## config.mk

```make
export PLATFORM = sky130hd
export DESIGN_NAME = keypad_scanner
export DESIGN_NICKNAME = d
export VERILOG_FILES = /design/src/rtl/keypad_scanner.sv
export SDC_FILE = /design/constraint.sdc
export NUM_CORES = 1
export LEC_CHECK = 0
export BUFFER_PORTS_ARGS = -buffer_cell sky130_fd_sc_hd__buf_2
export CAP_MARGIN = 20
export CORE_MARGIN = 5
export CORE_UTILIZATION = 45
export DETAILED_ROUTE_END_ITERATION = 16
export GPL_TIMING_DRIVEN = 1
export SETUP_SLACK_MARGIN = 0.05
export SYNTH_ARGS = -nofsm -noshare
export SYNTH_HDL_FRONTEND = slang
export SYNTH_SLANG_ARGS = --single-unit
```

## constraint.sdc

```tcl
create_clock -name clock -period 2.55 [get_ports clock]
set_clock_uncertainty 0.05 [all_clocks]
set_input_delay 0.3825 -clock clock [delete_from_list [all_inputs] [get_ports clock]]
set_output_delay 0.3825 -clock clock [all_outputs]
set_load 0.05 [all_outputs]
```

## src/rtl/keypad_scanner.sv

```systemverilog
// 4-row x 5-column key matrix scanner with a row synchroniser and debounce.
// Turns asynchronous, bouncing row inputs into a single-cycle newkey pulse
// with a registered keycode (col*4 + row) and a key_held level.
module keypad_scanner #(
    parameter int unsigned SCAN_DIV        = 1000,
    parameter int unsigned DEBOUNCE_CYCLES = 20
) (
    input  logic       clock,
    input  logic       reset,
    input  logic [3:0] rows_n,
    output logic [4:0] cols_n,
    output logic       newkey,
    output logic [4:0] keycode,
    output logic       key_held
);

    localparam int unsigned DIV_W = (SCAN_DIV > 2) ? $clog2(SCAN_DIV) : 1;
    localparam int unsigned DB_W  = (DEBOUNCE_CYCLES > 2) ? $clog2(DEBOUNCE_CYCLES) : 1;
    localparam logic [DIV_W-1:0] DIV_LAST = DIV_W'(SCAN_DIV - 1);
    localparam logic [DB_W-1:0]  DB_LAST  = DB_W'(DEBOUNCE_CYCLES - 1);

    typedef enum logic [1:0] {
        ST_SCAN,
        ST_DEBOUNCE,
        ST_HELD
    } state_t;

    state_t           r_state, w_state_next;
    logic [3:0]       r_rs_meta, r_rs;
    logic [2:0]       r_col, w_col_next;
    logic [DIV_W-1:0] r_div, w_div_next;
    logic [DB_W-1:0]  r_cnt, w_cnt_next;
    logic [1:0]       r_row, w_row_next;
    logic             r_newkey, w_newkey_next;
    logic [4:0]       r_keycode, w_keycode_next;
    logic             r_key_held, w_key_held_next;

    logic [2:0]       w_col_adv;
    logic [1:0]       w_low_row;
    logic             w_rs_idle;
    logic             w_rs_sel;

    assign w_col_adv = (r_col == 3'd4) ? 3'd0 : r_col + 3'd1;
    assign w_rs_idle = &r_rs;
    assign w_rs_sel  = r_rs[r_row];

    // Lowest-indexed low row wins when several rows in a column are pressed.
    always_comb begin
        w_low_row = 2'd3;
        if (!r_rs[0])      w_low_row = 2'd0;
        else if (!r_rs[1]) w_low_row = 2'd1;
        else if (!r_rs[2]) w_low_row = 2'd2;
    end

    // Two-flop synchroniser for the asynchronous row inputs.
    always_ff @(posedge clock) begin
        if (reset) begin
            r_rs_meta <= '1;
            r_rs      <= '1;
        end else begin
            r_rs_meta <= rows_n;
            r_rs      <= r_rs_meta;
        end
    end

    // Next-state and output decode for the scan / debounce / hold sequence.
    always_comb begin
        w_state_next    = r_state;
        w_col_next      = r_col;
        w_div_next      = r_div;
        w_cnt_next      = r_cnt;
        w_row_next      = r_row;
        w_newkey_next   = 1'b0;
        w_keycode_next  = r_keycode;
        w_key_held_next = r_key_held;
        case (r_state)
            ST_SCAN: begin
                if (r_div == DIV_LAST) begin
                    w_div_next = '0;
                    if (w_rs_idle) begin
                        w_col_next = w_col_adv;
                    end else begin
                        w_row_next   = w_low_row;
                        w_cnt_next   = '0;
                        w_state_next = ST_DEBOUNCE;
                    end
                end else begin
                    w_div_next = r_div + 1'b1;
                end
            end
            ST_DEBOUNCE: begin
                if (!w_rs_sel) begin
                    if (r_cnt == DB_LAST) begin
                        w_newkey_next   = 1'b1;
                        w_keycode_next  = {r_col, r_row};
                        w_key_held_next = 1'b1;
                        w_cnt_next      = '0;
                        w_state_next    = ST_HELD;
                    end else begin
                        w_cnt_next = r_cnt + 1'b1;
                    end
                end else begin
                    w_col_next   = w_col_adv;
                    w_div_next   = '0;
                    w_state_next = ST_SCAN;
                end
            end
            ST_HELD: begin
                if (w_rs_idle) begin
                    if (r_cnt == DB_LAST) begin
                        w_key_held_next = 1'b0;
                        w_cnt_next      = '0;
                        w_col_next      = w_col_adv;
                        w_div_next      = '0;
                        w_state_next    = ST_SCAN;
                    end else begin
                        w_cnt_next = r_cnt + 1'b1;
                    end
                end else begin
                    w_cnt_next = '0;
                end
            end
            default: begin
                w_state_next = ST_SCAN;
            end
        endcase
    end

    // State and datapath registers; reset aborts any debounce or hold.
    always_ff @(posedge clock) begin
        if (reset) begin
            r_state    <= ST_SCAN;
            r_col      <= '0;
            r_div      <= '0;
            r_cnt      <= '0;
            r_row      <= '0;
            r_newkey   <= 1'b0;
            r_keycode  <= '0;
            r_key_held <= 1'b0;
        end else begin
            r_state    <= w_state_next;
            r_col      <= w_col_next;
            r_div      <= w_div_next;
            r_cnt      <= w_cnt_next;
            r_row      <= w_row_next;
            r_newkey   <= w_newkey_next;
            r_keycode  <= w_keycode_next;
            r_key_held <= w_key_held_next;
        end
    end

    assign cols_n   = ~(5'b00001 << r_col);
    assign newkey   = r_newkey;
    assign keycode  = r_keycode;
    assign key_held = r_key_held;

endmodule

```

==> metrics.yaml <==
clocking:
  cts_made_buffers: 5
  cts_root_buf: "clkbuf_8"
  cts.htree.levels: 2
  clkSlewWorstSetupHoldPaths_ns: 0.07
  worst_skew_pair.late_latency_ns: 0.28
  cts_setup_buffers: 0
  hold_buffers: 0
  cts_buffer_depth: 2
  cts.sink_count: 37
  cts_resized: 0
  cts_tree: "yes"
cells_and_area:
  seqCellArea_sq_um: 741
  layout-drive-gt1-share_pct: 19.3
  nFillCells: 397
  nets: 245
  antenna_cells: 0
  multiInputGateArea_sq_um: 1070
  syn2layout_area_growth_pct: 11.4
min_path:
  hold_class: "in -> reg"
  min_from: "rows_n[0]"
placement:
  io_buffers: 17
  dp_hpwl_um: 2700
  place_congestion: 0.838
floorplanning:
  start_util_pct: 46.6
  pin_count: 18
  die_area_sq_um: 5570
  die_w_um: 74.6
  rows: 23
  core_area_sq_um: 4030
  die_y_um: 74.6
sta:
  period_needed_ns: 2.25
  period_share_pct: 88.2
  max_freq_mhz: 445
  rsz0062_at_grt: "no"
  drv_slew: 0
  hold_viol_final: 0
  tns_ns: 0
  setup_violations: 0
  slew_headroom_pct: 44.9
  tightest_slew_ns: 0.820
power:
  irDropWorstVdd_mv: 0.332
  p_leak_nw: 0.887
  finalPower_mw: 1.14
  power_density_nw_per_um2: 543
synthesis:
  ys_seq_area_share_pct: 39.4
  synth_edf_count: 0
  synth.avg_cell_area_sq_um: 9.12
  ys.warnings.count: 0
  synth_largest_area_cell: "dfxtp_1"
  synthTopCellsByCount: "37 x dfxtp_1, 20 x nand2_1, 18 x a21oi_1"
  synthCells: 206
  synth_top_area_share_pct: 39.4
  ys_types: 46
  synth_flop_cell: "dfxtp_1"
  yosysMostFrequentCell: "dfxtp_1"
  synthTopCellsByArea: "dfxtp_1 39%, ha_1 8.0%, a21oi_1 4.8%, mux2i_1 4.3%, nand2_1 4.0%"
  synth_area_sq_um: 1880
  async_flop_share_pct: 0
  synth_nets: 224
  synth_seq_cells: 37
critical_path:
  r2r_start: "r_state[1]$_SDFFE_PP0P_"
  cp_data_required_time_ns: 2.70
  cp-end-kind: "flip-flop"
  cp_max_fo: 6
  critical_path_class: "reg -> reg"
  startpoint: "r_state[1]$_SDFFE_PP0P_"
  start_kind: "flip-flop"
  crit_arrival_ns: 2.40
drt:
  drt_first_pass_iters: 4
  totalWireLength_um: 3560
  viasPerCell: 5.31
  drcViolationCount: 0
  dr.first_iter.drc_count: 79
  wire_per_inst_um: 12.8
  vias: 1476
  final_antenna_net_count: 0
grt:
  grt_pass1_wl_um: 5990
  grt.overflow.total: 0
  antenna_found_initial: 0
  grt_max_degree: 34
  grt_use_total_pct: 13.7
  grt_pass1_vias: 1428
run_status:
  outcome: "finished, final reports clean"
run:
  cap_violations: 0
## power breakdown
group | internal (mW) | switching, mW | total [mW] | leakage, nW
Sequential | 0.595 | 0.0142 | 0.610 | 0.301
Clock | 0.189 | 0.194 | 0.383 | 0.0450
Combinational | 0.0547 | 0.0890 | 0.144 | 0.541
Total | 0.839 | 0.297 | 1.14 | 0.887
## per-layer routing
| layer | GRT usage, % | vias up | part of all wire (%) |
|---|---|---|---|
| met5 | 0 | - | 0 |
| met4 | 4.35 | 0 | 1.4 |
| met3 | 4.01 | 5 | 5.1 |
| met2 | 23.8 | 26 | 47 |
| met1 | 16.3 | 668 | 46 |
| li1 | - | 777 | - |
## flip-flops by register name, summed over array words and instances (netlist names)
name       flops
key_held       1
keycode        5
newkey         1
r_cnt          5
r_col          3
r_div         10
r_row          2
r_rs           4
r_rs_meta      4
r_state        2
## critical path, stage by stage, from the launching register on
cell	delay, ns
dfxtp_1	0.38
inv_1	0.10
ha_1	0.25
and2_1	0.22
a221oi_4	0.41
nand3_2	0.20
or3b_1	0.38
a21oi_1	0.17
## metrics by stage
| step | cell area, sq um | instances | hold WS (ns) | util [%] | setup WS, ns |
|---|---|---|---|---|---|
| 6_report | 2090 | 278 | 0.228 | 52.0 | 0.302 |
| 5_1_grt | 2090 | 278 | 0.225 | 52.0 | 0.118 |
| 4_1_cts | 2090 | 278 | 0.222 | 52.0 | 0.292 |
| 3_5_place_dp | 2010 | 270 | 0.350 | 49.9 | 0.331 |
| 3_3_place_gp | 2010 | 270 | 0.341 | 49.9 | 0.415 |
| 2_1_floorplan | 1880 | 206 | 0.339 | - | 0.589 |
## worst paths after layout
| kind | end | slack, ns | cells after the start |
|---|---|---|---|
| hold reg to reg | r_rs[2]$_SDFF_PP1_ | 0.36 | 1 |
| setup reg to reg | r_col[2]$_SDFFE_PP0P_ | 0.30 | 7 |
| setup / recovery | r_col[2]$_SDFFE_PP0P_ | 0.30 | 7 |
| hold / removal | r_rs_meta[0]$_SDFF_PP1_ | 0.23 | 2 |
## kinds of logic after synthesis
logic type                 after synthesis  share of synthesized area, %
adders and majority gates               12                          7.99
buffers and inverters                   15                          3.46
AOI/OAI and AO/OA                       49                          18.4
muxes                                   10                          6.06
DFF                                     37                          39.4
and+or+nand+nor                         83                          24.7
## cell type report
type                    count  share of cell area, %
multi-input cells         154                   51.3
flip-flops and latches     37                   35.4
clock buffers               6                   3.47
inverters                  11                   1.97
well taps                  50                   2.99
clock inverters             2                  0.478
repair buffers             18                   4.42
## cells in the final DEF, fill, tap and decap left out, drive strengths merged, types with 2 or more instances in the layout
cell type,instances
clkinv,2
nand2b,5
o41ai,4
nand3b,3
nor2b,3
or3,3
and2,2
a21oi,19
inv,11
o32ai,2
nand4bb,2
ha,12
nand4,3
mux2i,8
buf,18
clkbuf,6
nor2,17
or2,8
nand2,21
and3,3
nand3,6
o21ai,13
dfxtp,37
o31ai,3
Power figures use the tool's default switching activity.
